## src/rtl/hpdcache_mshr_tgt_pkg.sv

```systemverilog
// Shared types and helpers for the HPDcache target-list MSHR.
// Top-level optional statistics are enabled with HPDCACHE_MSHR_TGT_STATS_EN.
package hpdcache_mshr_tgt_pkg;

  localparam int unsigned HPDCACHE_MSHR_TID_W  = 6;
  localparam int unsigned HPDCACHE_MSHR_SID_W  = 3;
  localparam int unsigned HPDCACHE_MSHR_WORD_W = 3;

  typedef struct packed {
    logic [HPDCACHE_MSHR_TID_W-1:0]  req_id;
    logic [HPDCACHE_MSHR_SID_W-1:0]  src_id;
    logic [HPDCACHE_MSHR_WORD_W-1:0] word;
    logic                            need_rsp;
  } hpdcache_mshr_tgt_t;

  typedef enum logic {
    IDLE,
    REPLAY
  } hpdcache_mshr_rpl_fsm_e;

  // Index of the lowest set bit; returns 0 when no bit is set.
  function automatic logic [4:0] hpdcache_prio_enc(input logic [31:0] vec);
    logic [4:0] idx;
    idx = '0;
    for (int i = 31; i >= 0; i--) begin
      if (vec[i]) idx = 5'(i);
    end
    return idx;
  endfunction

endpackage

```

## src/rtl/hpdcache_mshr_tgt_list.sv

```systemverilog
// Target list of one MSHR entry: ordered push, indexed read, clear on free.
module hpdcache_mshr_tgt_list
  import hpdcache_mshr_tgt_pkg::*;
#(
  parameter int unsigned MSHR_TARGETS = 4,
  localparam int unsigned CNT_W = $clog2(MSHR_TARGETS + 1),
  localparam int unsigned IDX_W = (MSHR_TARGETS > 1) ? $clog2(MSHR_TARGETS) : 1
) (
  input  logic               clk_i,
  input  logic               rst_i,
  input  logic               push_i,
  input  hpdcache_mshr_tgt_t push_tgt_i,
  input  logic               clear_i,
  input  logic [IDX_W-1:0]   rd_idx_i,
  output hpdcache_mshr_tgt_t rd_tgt_o,
  output logic [CNT_W-1:0]   count_o,
  output logic               full_o
);

  hpdcache_mshr_tgt_t tgt_q [MSHR_TARGETS];
  logic [CNT_W-1:0]   count_q, count_d;

  assign full_o   = (count_q == CNT_W'(MSHR_TARGETS));
  assign count_o  = count_q;
  assign rd_tgt_o = tgt_q[rd_idx_i];

  // NOTE: every variable assigned in always_comb gets a default first, so no path can infer a latch.
  always_comb begin
    count_d = count_q;
    if (clear_i)                count_d = '0;
    else if (push_i && !full_o) count_d = count_q + CNT_W'(1);
  end

  // NOTE: sequential state is updated with non-blocking assignments only.
  always_ff @(posedge clk_i) begin
    if (rst_i) count_q <= '0;
    else       count_q <= count_d;
  end

  // NOTE: target storage is deliberately not reset; count_q alone says which slots hold data.
  always_ff @(posedge clk_i) begin
    if (push_i && !full_o) tgt_q[count_q[IDX_W-1:0]] <= push_tgt_i;
  end

endmodule

```

## src/rtl/hpdcache_mshr_tgt.sv

```systemverilog
// Fully associative flip-flop MSHR with per-entry merged target lists and a replay FSM.
// Define HPDCACHE_MSHR_TGT_STATS_EN to add saturating alloc/merge/merge-reject counters.
module hpdcache_mshr_tgt
  import hpdcache_mshr_tgt_pkg::*;
#(
  parameter int unsigned MSHR_ENTRIES = 8,
  parameter int unsigned MSHR_TARGETS = 4,
  parameter int unsigned NLINE_WIDTH  = 40,
  parameter int unsigned TID_WIDTH    = HPDCACHE_MSHR_TID_W,
  parameter int unsigned SID_WIDTH    = HPDCACHE_MSHR_SID_W,
  parameter int unsigned WORD_WIDTH   = HPDCACHE_MSHR_WORD_W,
  parameter int unsigned WAY_WIDTH    = 2,
  localparam int unsigned ID_W = $clog2(MSHR_ENTRIES)
) (
  input  logic                   clk_i,
  input  logic                   rst_i,
  output logic                   empty_o,
  output logic                   full_o,
  input  logic                   check_i,
  input  logic [NLINE_WIDTH-1:0] check_nline_i,
  output logic                   hit_o,
  output logic [ID_W-1:0]        hit_id_o,
  output logic                   hit_tgt_full_o,
  input  logic                   alloc_i,
  input  logic [NLINE_WIDTH-1:0] alloc_nline_i,
  input  logic [WAY_WIDTH-1:0]   alloc_victim_way_i,
  input  logic [TID_WIDTH-1:0]   alloc_req_id_i,
  input  logic [SID_WIDTH-1:0]   alloc_src_id_i,
  input  logic [WORD_WIDTH-1:0]  alloc_word_i,
  input  logic                   alloc_need_rsp_i,
  output logic                   alloc_ready_o,
  output logic [ID_W-1:0]        alloc_id_o,
  input  logic                   merge_i,
  input  logic [ID_W-1:0]        merge_id_i,
  input  logic [TID_WIDTH-1:0]   merge_req_id_i,
  input  logic [SID_WIDTH-1:0]   merge_src_id_i,
  input  logic [WORD_WIDTH-1:0]  merge_word_i,
  input  logic                   merge_need_rsp_i,
  output logic                   merge_ready_o,
  input  logic                   ack_i,
  input  logic [ID_W-1:0]        ack_id_i,
  output logic                   ack_ready_o,
  output logic                   rpl_valid_o,
  input  logic                   rpl_ready_i,
  output logic [NLINE_WIDTH-1:0] rpl_nline_o,
  output logic [WAY_WIDTH-1:0]   rpl_way_o,
  output logic [TID_WIDTH-1:0]   rpl_req_id_o,
  output logic [SID_WIDTH-1:0]   rpl_src_id_o,
  output logic [WORD_WIDTH-1:0]  rpl_word_o,
  output logic                   rpl_need_rsp_o,
  output logic                   rpl_last_o
`ifdef HPDCACHE_MSHR_TGT_STATS_EN
  ,
  output logic [31:0]            stat_alloc_o,
  output logic [31:0]            stat_merge_o,
  output logic [31:0]            stat_merge_rej_o
`endif
);

  localparam int unsigned CNT_W = $clog2(MSHR_TARGETS + 1);
  localparam int unsigned IDX_W = (MSHR_TARGETS > 1) ? $clog2(MSHR_TARGETS) : 1;

  logic [MSHR_ENTRIES-1:0] valid_q, valid_d;
  logic [NLINE_WIDTH-1:0]  nline_q [MSHR_ENTRIES];
  logic [WAY_WIDTH-1:0]    way_q   [MSHR_ENTRIES];

  hpdcache_mshr_rpl_fsm_e  state_q, state_d;
  logic [ID_W-1:0]         rpl_id_q, rpl_id_d;
  logic [IDX_W-1:0]        idx_q, idx_d;

  hpdcache_mshr_tgt_t      list_rd_tgt [MSHR_ENTRIES];
  logic [CNT_W-1:0]        list_cnt    [MSHR_ENTRIES];
  logic [MSHR_ENTRIES-1:0] list_full;
  logic [MSHR_ENTRIES-1:0] replaying;
  logic [MSHR_ENTRIES-1:0] free_vec;

  hpdcache_mshr_tgt_t      alloc_tgt, merge_tgt, rpl_tgt;
  logic                    alloc_fire, merge_fire, rpl_done, rpl_last;
  logic                    hit_any;
  logic [ID_W-1:0]         hit_id;

  assign alloc_tgt = {alloc_req_id_i, alloc_src_id_i, alloc_word_i, alloc_need_rsp_i};
  assign merge_tgt = {merge_req_id_i, merge_src_id_i, merge_word_i, merge_need_rsp_i};

  assign free_vec      = ~valid_q;
  assign empty_o       = ~|valid_q;
  assign full_o        = &valid_q;
  assign alloc_ready_o = ~full_o;
  assign alloc_id_o    = ID_W'(hpdcache_prio_enc(32'(free_vec)));

  always_comb begin
    replaying = '0;
    if (state_q == REPLAY) replaying[rpl_id_q] = 1'b1;
  end

  assign merge_ready_o = valid_q[merge_id_i] & ~replaying[merge_id_i] & ~list_full[merge_id_i];
  assign alloc_fire    = alloc_i & alloc_ready_o;
  assign merge_fire    = merge_i & merge_ready_o;

  // Descending scan so the lowest matching index wins.
  always_comb begin
    hit_any = 1'b0;
    hit_id  = '0;
    for (int i = MSHR_ENTRIES - 1; i >= 0; i--) begin
      if (valid_q[i] && !replaying[i] && (nline_q[i] == check_nline_i)) begin
        hit_any = 1'b1;
        hit_id  = ID_W'(i);
      end
    end
  end

  assign hit_o          = check_i & hit_any;
  assign hit_id_o       = hit_id;
  assign hit_tgt_full_o = hit_o & list_full[hit_id];

  for (genvar g = 0; g < MSHR_ENTRIES; g++) begin : g_entry
    logic alloc_here, merge_here;
    assign alloc_here = alloc_fire && (alloc_id_o == ID_W'(g));
    assign merge_here = merge_fire && (merge_id_i == ID_W'(g));

    hpdcache_mshr_tgt_list #(.MSHR_TARGETS(MSHR_TARGETS)) u_list (
      .clk_i      (clk_i),
      .rst_i      (rst_i),
      .push_i     (alloc_here | merge_here),
      .push_tgt_i (alloc_here ? alloc_tgt : merge_tgt),
      .clear_i    (rpl_done && (rpl_id_q == ID_W'(g))),
      .rd_idx_i   (idx_q),
      .rd_tgt_o   (list_rd_tgt[g]),
      .count_o    (list_cnt[g]),
      .full_o     (list_full[g])
    );
  end

  always_comb begin
    valid_d = valid_q;
    if (alloc_fire) valid_d[alloc_id_o] = 1'b1;
    if (rpl_done)   valid_d[rpl_id_q]   = 1'b0;
  end

  always_ff @(posedge clk_i) begin
    if (rst_i) valid_q <= '0;
    else       valid_q <= valid_d;
  end

  always_ff @(posedge clk_i) begin
    if (alloc_fire) begin
      nline_q[alloc_id_o] <= alloc_nline_i;
      way_q[alloc_id_o]   <= alloc_victim_way_i;
    end
  end

  assign rpl_tgt        = list_rd_tgt[rpl_id_q];
  assign rpl_last       = (CNT_W'(idx_q) == (list_cnt[rpl_id_q] - CNT_W'(1)));
  assign ack_ready_o    = (state_q == IDLE);
  assign rpl_valid_o    = (state_q == REPLAY);
  assign rpl_last_o     = rpl_valid_o & rpl_last;
  assign rpl_done       = rpl_valid_o & rpl_ready_i & rpl_last;
  assign rpl_nline_o    = nline_q[rpl_id_q];
  assign rpl_way_o      = way_q[rpl_id_q];
  assign rpl_req_id_o   = rpl_tgt.req_id;
  assign rpl_src_id_o   = rpl_tgt.src_id;
  assign rpl_word_o     = rpl_tgt.word;
  assign rpl_need_rsp_o = rpl_tgt.need_rsp;

  always_comb begin
    state_d  = state_q;
    rpl_id_d = rpl_id_q;
    idx_d    = idx_q;
    unique case (state_q)
      IDLE: begin
        if (ack_i) begin
          state_d  = REPLAY;
          rpl_id_d = ack_id_i;
          idx_d    = '0;
        end
      end
      REPLAY: begin
        if (rpl_ready_i) begin
          if (rpl_last) state_d = IDLE;
          else          idx_d   = idx_q + IDX_W'(1);
        end
      end
      default: state_d = IDLE;
    endcase
  end

  always_ff @(posedge clk_i) begin
    if (rst_i) begin
      state_q  <= IDLE;
      rpl_id_q <= '0;
      idx_q    <= '0;
    end else begin
      state_q  <= state_d;
      rpl_id_q <= rpl_id_d;
      idx_q    <= idx_d;
    end
  end

`ifdef HPDCACHE_MSHR_TGT_STATS_EN
  logic [31:0] stat_alloc_q, stat_merge_q, stat_merge_rej_q;

  always_ff @(posedge clk_i) begin
    if (rst_i) begin
      stat_alloc_q     <= '0;
      stat_merge_q     <= '0;
      stat_merge_rej_q <= '0;
    end else begin
      if (alloc_fire && (stat_alloc_q != '1))  stat_alloc_q <= stat_alloc_q + 32'd1;
      if (merge_fire && (stat_merge_q != '1))  stat_merge_q <= stat_merge_q + 32'd1;
      if (merge_i && !merge_ready_o && (stat_merge_rej_q != '1))
        stat_merge_rej_q <= stat_merge_rej_q + 32'd1;
    end
  end

  assign stat_alloc_o     = stat_alloc_q;
  assign stat_merge_o     = stat_merge_q;
  assign stat_merge_rej_o = stat_merge_rej_q;
`endif

  a_alloc_not_full: assert property (@(posedge clk_i) disable iff (rst_i)
    alloc_i |-> !full_o);
  a_merge_not_alloc_entry: assert property (@(posedge clk_i) disable iff (rst_i)
    !(alloc_fire && merge_i && (merge_id_i == alloc_id_o)));
  a_ack_valid_entry: assert property (@(posedge clk_i) disable iff (rst_i)
    (ack_i && ack_ready_o) |-> valid_q[ack_id_i]);

endmodule

```

## config.mk

```make
export PLATFORM = sky130hd
export DESIGN_NAME = hpdcache_mshr_tgt
export DESIGN_NICKNAME = d
export VERILOG_FILES = /design/src/rtl/hpdcache_mshr_tgt_pkg.sv /design/src/rtl/hpdcache_mshr_tgt_list.sv /design/src/rtl/hpdcache_mshr_tgt.sv
export SDC_FILE = /design/constraint.sdc
export NUM_CORES = 1
export LEC_CHECK = 0
export CAP_MARGIN = 20
export CORE_ASPECT_RATIO = 1.25
export CORE_MARGIN = 2
export CORE_UTILIZATION = 50
export DETAILED_ROUTE_END_ITERATION = 7
export PLACE_DENSITY = 0.68
export SLEW_MARGIN = 10
export SYNTH_ARGS = -nofsm -noshare
export SYNTH_HDL_FRONTEND = slang
export SYNTH_SLANG_ARGS = --single-unit
```

## constraint.sdc

```tcl
create_clock -name clk_i -period 12.2 [get_ports clk_i]
set_input_delay 3.66 -clock clk_i [delete_from_list [all_inputs] [get_ports clk_i]]
set_output_delay 3.66 -clock clk_i [all_outputs]
set_load 0.01 [all_outputs]
```

==> flow_summary.yaml <==
yosys:
  synth-seq-cells: 795
  synth_cells: 2245
  synth.most_common_cell: "edfxtp_1"
  synth_edf_count: 752
  synth_top_area_share_pct: 61.79
  ys_types: 66
  syn_area_um2: 36540
  ys_top_cells_by_area: "edfxtp_1, mux4_2, xnor2_1"
  ys_seq_area_share_pct: 64.15
  async_flop_share_pct: 0
  synth_warnings: 0
  synth_commonest_cells: "edfxtp_1, nand2_1, mux4_2"
  synth_top_area_cell: "edfxtp_1"
  synth.avg_cell_area_um2: 16.28
  ys.flop_type: "edfxtp_1"
  syn_nets: 2399
sta:
  rsz0062_at_grt: "no"
  fin_crit_ns: 12.02
  fin_skew_ns: 0.02291
  finalSetupViolCount: 0
  period_share_pct: 98.53
  hold_violations: 0
  fmax_mhz: 83.19
  drv_slew: 0
  tns_ns: 0
  tightest_slew_ns: 1.198
  slew_headroom_pct: 19.58
place:
  place_area_um2: 39340
  gp_congestion: 1.094
  hpwl_um: 78020
  io_buffers: 190
drt:
  wl_um: 112500
  wl_per_cell_um: 32.68
  post-route-drc-count: 0
  ant_nets: 0
  first_pass_iters: 6
  via_count: 21320
  drtIter0Drc: 2217
  viasPerCell: 6.193
cts:
  postCtsSetupRepairBufs: 0
  cts_tree: "yes"
  clockBufferDepth: 3
  clk_pin_slew_worst_paths_ns: 0.06
  clock_latency_ns: 0.63
  cts_root_buf: "clkbuf_16"
  cts_hold_buf: 0
  cts.sinks: 795
  cts_resized: 0
  numCtsBuffers: 79
  htreeDepth: 3
global_route:
  use_met1_pct: 35.97
  grt_max_degree: 67
  grt_pass1_vias: 21900
  top_usage_layer: "met2"
  grt_use_met2_pct: 51.23
  use_met3_pct: 4.841
  gr-total-overflow: 0
  track_usage_pct: 30.22
  antenna_found_initial: 8
  grt_pass1_wl_um: 159100
final_layout:
  final_area_um2: 41880
  drive_gt1_share_pct: 20.10
  syn_to_final_growth_pct: 14.61
  fin_nets: 2580
  utilization_pct: 57.96
floorplanning:
  die_h_um: 306.3
  start_util_pct: 50.57
  rows: 110
  die_area_um2: 75280
  ioPinCount: 191
  coreArea_um2: 72260
  die_width_um: 245.8
worst_setup_path:
  crit_required_ns: 8.54
  path_buf_inv: 2
  startpoint_type: "primary input"
  crit_slowest_cell: "a311oi_1"
  worst-path-max-fanout: 8
  crit_path_cell_trace: "clkdlybuf4s50_1, xor2_1, nor4_1, nand3_1, or3_1, nand3_2, o31a_2, o211ai_1, a311oi_1, clkdlybuf4s50_1"
  cp_data_arrival_time_ns: 8.36
  critical_path_class: "primary input to output port"
  max_stage_delay_ns: 0.92
  endpoint_kind: "output port"
  cp_common_cell: "clkdlybuf4s50_1"
  cpLargestDelayFamily: "simple AND/OR/NAND/NOR gates"
pwr:
  vdd_drop_max_mv: 0.1230
  cellPowerDensity_nw_per_um2: 143.5
  power_leakage_nw: 13.43
job:
  maxCapViolCount: 0
run_status:
  status: "finished clean"
hold_path:
  hp-class: "flip-flop to flip-flop"
==> routing by layer <==
layer	share of wire, %	up-vias	routed length [µm]
met2	50	1193	56510
met1	35	10950	39010
met5	0.041	-	46
met3	7.9	253	8841
li1	-	8920	-
met4	7.2	8	8104
==> logic make-up (layout without fill, tap and decap cells) <==
kind of cell	Yosys count	after routing	share of synthesized area, %
muxes	314	314	16.30
and+or+nand+nor	514	514	6.560
other	0	4	0
buffers and inverters	178	420	2.202
AOI/OAI and AO/OA	74	74	1.582
adders and majority gates	33	33	1.130
xor gates and xnor gates	337	337	8.077
DFF	795	795	64.15
==> worst register-to-register path: stages, from the launching register on <==
cell,delay (ns)
dfxtp_2,0.31
buf_4,0.60
nor2_1,0.16
a31oi_1,0.51
a32o_1,0.28
nand2_2,0.13
a2111oi_2,0.51
o21ai_2,0.22
nor2_2,0.87
==> sequential cells by signal, indices dropped and copies added, names as in the netlist, named ones only <==
name,count
idx_q,2
nline_q,320
rpl_id_q,3
g_entry.u_list.count_o,24
rpl_valid_o,1
valid_q,8
way_q,16
g_entry.u_list.tgt_q,416
==> report_power, final <==
part	internal [mW]	switching, mW
logic	0.239	0.317
registers	3.02	0.0316
clock network	1.37	1.03
total	4.63	1.38
==> cells in the final DEF, fill, tap and decap left out, types with 4 or more instances in the layout <==
cell type	Yosys	final
xnor2_1	201	201
nor2b_1	5	5
clkbuf_1	49	16
nand3_1	14	14
xor2_1	136	136
o211ai_1	5	5
clkdlybuf4s50_1	0	190
inv_1	55	48
nand4_1	54	54
inv_2	1	8
o21ai_0	8	8
o21ai_2	6	6
ha_1	33	33
clkbuf_16	0	81
mux2_2	79	79
dfxtp_4	0	4
mux4_2	217	217
a21o_2	6	6
nor2_1	66	56
or4_1	5	5
nand2_1	277	277
buf_4	15	29
mux2i_1	18	18
clkinv_1	0	18
bufinv_16	0	7
nand2b_1	4	4
edfxtp_1	752	752
diode_2	0	4
dfxtp_1	43	37
a31oi_1	6	6
nor4_1	42	42
nor2_2	5	15
and2_1	12	12
a21oi_1	16	16
clkinvlp_4	0	4
nor3_1	9	8
clkinv_2	0	12
==> metrics by stage <==
step | hold slack [ns] | instances | setup slack [ns] | power [mW]
after global placement | 0.5015 | 3294 | 0.4785 | 3.653
after CTS | 0.5276 | 3437 | 0.4968 | 6.033
after detailed placement | 0.5221 | 3295 | 0.5182 | 3.662
after floorplan | 0.4661 | 2245 | 2.906 | 3.397
after global routing | 0.5565 | 3439 | 0.2284 | 6.157
final | 0.5348 | 3443 | 0.1795 | 6.009
==> worst paths after layout <==
| kind | slack (ns) | startpoint | depth (start not counted) | endpoint |
|---|---|---|---|---|
| worst max-delay path | 0.18 | check_nline_i[6] | 10 | hit_tgt_full_o |
| worst min-delay path | 0.53 | valid_q[6] | 2 | valid_q[6] |
| worst max register to register | 8.21 | rpl_id_q[0] | 8 | g_entry[2].u_list.tgt_q[3][3] |
| worst min register to register | 0.53 | valid_q[6] | 2 | valid_q[6] |
==> area by class of cell <==
cell class                      instances  area (µm²)
Fill cell                            5541       30380
Sequential cell                       795       23460
Multi-Input combinational cell       1272       12330
Timing Repair Buffer                  222        2173
Clock buffer                           98        2101
Tap cell                              952        1191
Clock inverter                         44       409.1
Inverter                               56       210.2
Antenna cell                            4       10.01
(Power assumes the default switching activity.)
